===== src/rtl/param_dp_memory.sv =====
// Dual-port synchronous RAM. Port A reads, port B reads or writes.
// An optional post-reset sweep zero-fills every word before the ports open.
module param_dp_memory #(
  parameter int DATA_W       = 8,
  parameter int ADDR_W       = 8,
  parameter int RDW_MODE     = 0,
  parameter int CLEAR_ON_RST = 1
) (
  input  logic              clk,
  input  logic              rst,
  input  logic              re_a,
  input  logic [ADDR_W-1:0] addr_a,
  output logic [DATA_W-1:0] instr_out,
  output logic              valid_a,
  input  logic              re_b,
  input  logic              we_b,
  input  logic [ADDR_W-1:0] addr_b,
  input  logic [DATA_W-1:0] write_data_b,
  output logic [DATA_W-1:0] data_out_b,
  output logic              valid_b,
  output logic              busy
);

  localparam int DEPTH = 2 ** ADDR_W;

  typedef enum logic {
    CLEAR,
    READY
  } state_t;

  state_t            state_q, state_d;
  logic [ADDR_W-1:0] clr_cnt_q, clr_cnt_d;
  logic [DATA_W-1:0] instr_q, instr_d;
  logic [DATA_W-1:0] data_b_q, data_b_d;
  logic              valid_a_q, valid_a_d;
  logic              valid_b_q, valid_b_d;

  logic [DATA_W-1:0] mem_q [DEPTH];
  logic              mem_we;
  logic [ADDR_W-1:0] mem_waddr;
  logic [DATA_W-1:0] mem_wdata;

  always_comb begin
    state_d   = state_q;
    clr_cnt_d = clr_cnt_q;
    instr_d   = instr_q;
    data_b_d  = data_b_q;
    valid_a_d = 1'b0;
    valid_b_d = 1'b0;
    mem_we    = 1'b0;
    mem_waddr = addr_b;
    mem_wdata = write_data_b;
    case (state_q)
      CLEAR: begin
        mem_we    = 1'b1;
        mem_waddr = clr_cnt_q;
        mem_wdata = '0;
        instr_d   = '0;
        data_b_d  = '0;
        clr_cnt_d = clr_cnt_q + 1'b1;
        if (clr_cnt_q == '1) state_d = READY;
      end
      READY: begin
        if (re_a) begin
          valid_a_d = 1'b1;
          // Write-first forwards the incoming port B data on an address match.
          if (RDW_MODE == 0 && we_b && addr_a == addr_b) instr_d = write_data_b;
          else                                            instr_d = mem_q[addr_a];
        end
        if (we_b) begin
          mem_we    = 1'b1;
          valid_b_d = 1'b1;
          data_b_d  = (RDW_MODE == 0) ? write_data_b : mem_q[addr_b];
        end else if (re_b) begin
          valid_b_d = 1'b1;
          data_b_d  = mem_q[addr_b];
        end
      end
      default: state_d = READY;
    endcase
  end

  always_ff @(posedge clk) begin
    if (rst) begin
      state_q   <= (CLEAR_ON_RST != 0) ? CLEAR : READY;
      clr_cnt_q <= '0;
      instr_q   <= '0;
      data_b_q  <= '0;
      valid_a_q <= 1'b0;
      valid_b_q <= 1'b0;
    end else begin
      state_q   <= state_d;
      clr_cnt_q <= clr_cnt_d;
      instr_q   <= instr_d;
      data_b_q  <= data_b_d;
      valid_a_q <= valid_a_d;
      valid_b_q <= valid_b_d;
    end
  end

  always_ff @(posedge clk) begin
    if (!rst && mem_we) mem_q[mem_waddr] <= mem_wdata;
  end

  assign instr_out  = instr_q;
  assign data_out_b = data_b_q;
  assign valid_a    = valid_a_q;
  assign valid_b    = valid_b_q;
  assign busy       = (state_q == CLEAR);

endmodule


===== config.mk =====
export PLATFORM = sky130hd
export DESIGN_NAME = param_dp_memory
export DESIGN_NICKNAME = d
export VERILOG_FILES = /design/src/rtl/param_dp_memory.sv
export SDC_FILE = /design/constraint.sdc
export NUM_CORES = 2
export LEC_CHECK = 0
export CAP_MARGIN = 20
export CORE_ASPECT_RATIO = 0.7
export CORE_UTILIZATION = 55
export DETAILED_ROUTE_END_ITERATION = 8
export PLACE_DENSITY = 0.78
export SLEW_MARGIN = 15
export SYNTH_ARGS = -nofsm -noshare
export SYNTH_HDL_FRONTEND = slang
export SYNTH_SLANG_ARGS = --single-unit

===== constraint.sdc =====
create_clock -name clk -period 6.4 [get_ports clk]
set_clock_uncertainty 0.2 [all_clocks]
set_input_delay 1.28 -clock clk [delete_from_list [all_inputs] [get_ports clk]]
set_output_delay 1.28 -clock clk [all_outputs]
set_load 0.01 [all_outputs]

# Word level (Yosys, flattened, before mapping)
# Memories as Yosys holds them, arrays and structs flattened.
# Index checks and enable logic that the tools add are counted.
[totals]
reg_bits = 27
latchBits = 0
ram_bits = 2048
romBits = 0
in_bits = 29
mem_count = 1
[classes]
n_addsub = 1
mul = 0
div = 0
order_cmp = 0
n_eq_ne = 4
shift = 0
muxes = 17
n_bitwise = 1
reduce_logical = 4
[memory_table]
columns = ["name", "words", "word_bits", "read_ports", "rd_clocked_by_memory_dff", "wr", "line", "rtl"]
rows = [
  ["mem_q", 256, 8, 2, 0, 1, "38", "logic [DATA_W-1:0] mem_q [DEPTH];"],
]
[op_table]
columns = ["cell", "count"]
rows = [
  ["$mux W8", 6],
  ["$pmux W8 S2", 2],
  ["$add A8 B1 Y8 const B", 1],
  ["$eq A8 B8 Y1", 1],
  ["$eq A8 B8 Y1 const B", 1],
  ["$mux W1", 8],
  ["$ne A3 B3 Y1 const B", 1],
  ["$logic_and A1 B1 Y1", 2],
  ["$ne A2 B2 Y1 const B", 1],
  ["$pmux W1 S2", 1],
  ["$reduce_or A2 Y1", 1],
  ["$logic_not A1 Y1", 1],
  ["$not A1 Y1", 1],
]

# Logic depth before layout (Yosys ltp)
[depth]
ltp_word = 5
ltp_mapped = 14
mapped_depth_nobuf = 7

# Worst setup path before layout
# Ideal clock, no wire load.
[synth_timing]
kind = "input to register"
from = "input port write_data_b[0]"
to = "memory mem_q[0][0] (data pin)"
setup_ns = 0.867
arrival_ns = 4.507
required_ns = 5.333
setup_slack_ns = 0.826
stages = 1
path_buffers = 0
cell_sequence = "and2_1"
[synth_via]
elab_chain_len = 1
[synth_lines]
columns = ["item", "line", "rtl"]
rows = [
  ["start, declared", "18", "input logic [DATA_W-1:0] write_data_b,"],
  ["$mux W8", "53", "case (state_q)"],
  ["end, declared", "38", ""],
]
# No other way between the ends.

# Worst setup path in the final report
[layout_timing]
from = "input port addr_b[1]"
to = "register data_b_q[4], in the netlist data_out_b[4]"
[layout_via]
elab_chain_len = 4
[layout_lines]
columns = ["item", "line", "rtl"]
rows = [
  ["start, declared", "17", "input logic [ADDR_W-1:0] addr_b,"],
  ["$mem_v2 Z256 W8", "--", ""],
  ["$mux W8", "74", "end else if (re_b) begin"],
  ["$mux W8", "70", "if (we_b) begin"],
  ["$pmux W8 S2", "53", ""],
  ["end signal, assigned", "95", "data_b_q <= data_b_d;"],
  ["end, declared", "34", "logic [DATA_W-1:0] data_b_q, data_b_d;"],
]
# No other way between the ends. The select of a mux whose other input is x is not followed.
# A chain may end at the register's enable or synchronous reset.

==> results.md <==
* Iteration-0 DRC Markers at about 13k
* Post-Syn Instances at between 5k and 6k
* Vias in the first global route at approximately 60k
* Initial core utilization at a little under three fifths
* Antenna violations before repair at 35
* Drc violations at 0
* Number of buffers added on ports at 47
* Depth of the CTS H-tree at 4
* Worst Hold Depth at 2
* Max-slew violation count at 0
* Via count at 63.5k
* GR Overflow Total at 0
* Most frequent cells in the layout: edfxtp_1, mux4_2, nand2_1, buf_4, nor2_1
* Sequential share of the synthesized area at 63.2%
* Syn_nets at around 5.3k
* RSZ-0062 raised after global routing: false
* Asr flop ratio synth at 0%
* FP Rows at 129
* Multi-input logic area at ~34000 µm²
* Hold wc startpoint: clr_cnt_q[7]
* Cell Pwr Density at 255 nW/µm²
* Detailed Place HPWL at 226000 µm
* Status: completed
* Ratio of cells with drive above 1 in the final layout at about a third
* GRT Util Overall at 38.6%
* Nets at 5558
* Clock Sinks at 2075
* Routability cong. at 1.06
* CTS Buf Count at 184
* Hold-fix buffers, CTS at 0
* Filler Cell Count at 12.0k
* Distinct cells, synth at 74
* Core Box Area at 177000 µm²
* Critical path class: in -> reg
* CP peak stage delay at approximately 900 ps
* Die footprint at 180000 µm²
* Routed vias/inst at about 7.9
* Antenna Violating Nets Remaining at 0
* TritonCTS clock tree: done
* DR pass1 iterations at 7
* Grt met3 use at 20.7%
* Worst-path fanout max at 57
* Wirelength per Cell at 42.9 µm
* EDFF count, synth at 2048
* Final Hold Viols at 0
* Final cell utilization of the core at 61.7%
* Leak at 39.4 nW
* Slew margin rel. at 14.0%
* GR peak layer: met1
* Die Ht at ~360 µm
* Setup TNS Final at 0 ps
* Cell Chain, Critical Path: buf_8 > nand2_2 > o221ai_1 > o221ai_1 > o22ai_1 > o221ai_1 > a311o_1 > o2111ai_1
* FF-to-FF End: mem_q[162][3]
* Worst setup SP type: primary input
* Slack of the worst reg-to-reg path at 2430 ps
* First-pass GRT wire length at 479000 µm
* M2 GR Usage at between 50% and 60%
* Die Wd at 507 µm
* Most common cell after layout, fill and taps aside: edfxtp_1
* Final worst path period need at between 4000 and 5000 ps
* CTS root buf: clkbuf_16
* Max Freq at 0.202 GHz
* Critical path's slowest cell: nand2_2
* Worst VDD drop at 0.275 mV
* WHS Endpoint: clr_cnt_q[7]
* Most common flop cell mapped by yosys: edfxtp_1
* Worst min path class: reg -> reg
* Endpoints failing setup at 0
* Sequential cell area at 62000 µm²
* Met1 Use GR at 51.7%
* Worst Max-Slew Pin Slew at 1290 ps
* Crit-path most repeated cell: o221ai_1
* R2r startpoint: state_q
* DRT Wirelength at 346000 µm
* Postcts setup bufs at 0
* CTS clk-pin slew, worst paths at approximately 70 ps
* Path depth of the worst reg2reg path at 6
* Max_cap viols at 0
* Data arrival time of the worst path at about 5500 ps
* Clk Latency, worst-skew pair at about 860 ps
* Largest net degree at the start of global routing at 161
* Layout overhead on the synthesized area at 11.2%
* IO Count at 48
* CTS resizes at 0
* FF+latch count, synth at between 2k and 2.5k
* Final Cycle Share at between 70 and 80%
* CP endpoint kind: register
* Mapped cell area at roughly 98000 µm²
* Clock Path Buffers at 3
* WP data required at 6980 ps
* Synth warn at 0
* Avg Cell Area, Syn at roughly 19 µm²
-- critical path: cells and delay by family --
| family | cells | cell delay (ps) |
|---|---|---|
| AND/OR/NAND/NOR | 1 | 900 |
| buffers and inverters | 1 | 460 |
| AO/OA/AOI/OAI | 6 | 2790 |
-- registers in the layout, indices dropped and copies added, names as in the netlist --
name	cells
mem_q	2048
clr_cnt_q	8
data_out_b	8
instr_out	8
state_q	1
valid_a	1
valid_b	1
-- cell usage after synthesis (6+ instances only) --
| library cell | n | area share, % |
|---|---|---|
| a2111oi_0 | 17 | 0.15 |
| a211o_1 | 6 | 0.054 |
| a211oi_1 | 29 | 0.22 |
| a21oi_1 | 82 | 0.42 |
| a22oi_1 | 23 | 0.18 |
| a311oi_1 | 16 | 0.14 |
| a31oi_1 | 40 | 0.25 |
| a32oi_1 | 8 | 0.071 |
| and2_1 | 28 | 0.18 |
| and3_1 | 36 | 0.23 |
| buf_1 | 40 | 0.15 |
| buf_2 | 102 | 0.52 |
| buf_4 | 77 | 0.59 |
| buf_6 | 37 | 0.42 |
| clkbuf_1 | 163 | 0.62 |
| dfxtp_1 | 27 | 0.55 |
| edfxtp_1 | 2048 | 63 |
| inv_1 | 10 | 0.038 |
| mux2_2 | 9 | 0.10 |
| mux2i_1 | 224 | 2.3 |
| mux4_1 | 11 | 0.29 |
| mux4_2 | 1031 | 24 |
| nand2_1 | 402 | 1.5 |
| nand2b_1 | 17 | 0.11 |
| nand3_1 | 63 | 0.32 |
| nand4_1 | 21 | 0.13 |
| nor2_1 | 342 | 1.3 |
| nor2b_1 | 22 | 0.14 |
| nor3_1 | 51 | 0.26 |
| nor4_1 | 14 | 0.089 |
| o2111ai_1 | 11 | 0.098 |
| o211ai_1 | 10 | 0.076 |
| o21ai_0 | 57 | 0.29 |
| o221ai_1 | 44 | 0.39 |
| o22ai_1 | 53 | 0.34 |
| o31ai_1 | 6 | 0.046 |
| or2_2 | 7 | 0.045 |
| or3_1 | 14 | 0.089 |
| or4_1 | 8 | 0.061 |
| xnor2_1 | 9 | 0.080 |
-- cell type report --
| type | instances | share of cell area (%) |
|---|---|---|
| Antenna cell | 20 | 0.0458 |
| Clock buffer | 222 | 4.41 |
| Clock inverter | 121 | 1.22 |
| Inverter | 15 | 0.0642 |
| Multi-Input combinational cell | 2788 | 31.0 |
| Sequential cell | 2075 | 56.8 |
| Tap cell | 2358 | 2.70 |
| Timing Repair Buffer | 464 | 3.78 |
-- metrics by stage --
| stage | setup WS, ps | hold WS [ps] | instances | instance area (µm²) | power (mW) |
|---|---|---|---|---|---|
| 2_1_floorplan | 826 | 284 | 5302 | 98200 | 15.9 |
| 3_3_place_gp | 1080 | 307 | 7696 | 103000 | 16.4 |
| 3_5_place_dp | 1030 | 319 | 7697 | 103000 | 16.5 |
| 4_1_cts | 1890 | 329 | 8040 | 109000 | 27.7 |
| 5_1_grt | 1680 | 370 | 8048 | 109000 | 28.3 |
| 6_report | 1440 | 340 | 8063 | 109000 | 27.9 |
-- routing by layer --
layer / up-vias / wire, µm
met5: - / 400
met2: 7114 / 141000
li1: 22900 / -
met3: 1224 / 71600
met1: 32200 / 113000
met4: 40 / 20100
-- cell families (layout without fill, tap and decap cells) --
group | after synthesis | after routing | synth area share, %
flops | 2075 | 2075 | 63.2
mux | 1278 | 1278 | 26.4
simple gates | 1047 | 1047 | 4.69
compound gates | 450 | 450 | 3.18
buf+inv | 439 | 822 | 2.45
xor+xnor | 12 | 12 | 0.107
fa+ha+maj | 1 | 1 | 0.0127
other cells | 0 | 20 | 0
-- power breakdown --
part | total [mW] | internal (mW) | leakage, nW | switching (mW)
Clock | 11.6 | 6.33 | 2.99 | 5.29
Combinational | 1.55 | 0.488 | 12.5 | 1.06
Sequential | 14.7 | 14.7 | 23.9 | 0.00740
Total | 27.9 | 21.5 | 39.4 | 6.36
-- worst max path at each step --
stage | from | end | slack (ps)
final | addr_b[1] | data_out_b[4] | 1440
after global routing | addr_b[1] | data_out_b[4] | 1680
after CTS | addr_a[2] | instr_out[4] | 1890
after detailed placement | addr_a[1] | instr_out[4] | 1030
after global placement | addr_a[1] | instr_out[4] | 1080
after floorplan | write_data_b[0] | mem_q[0][0] | 830
Power figures use the tool's default switching activity.
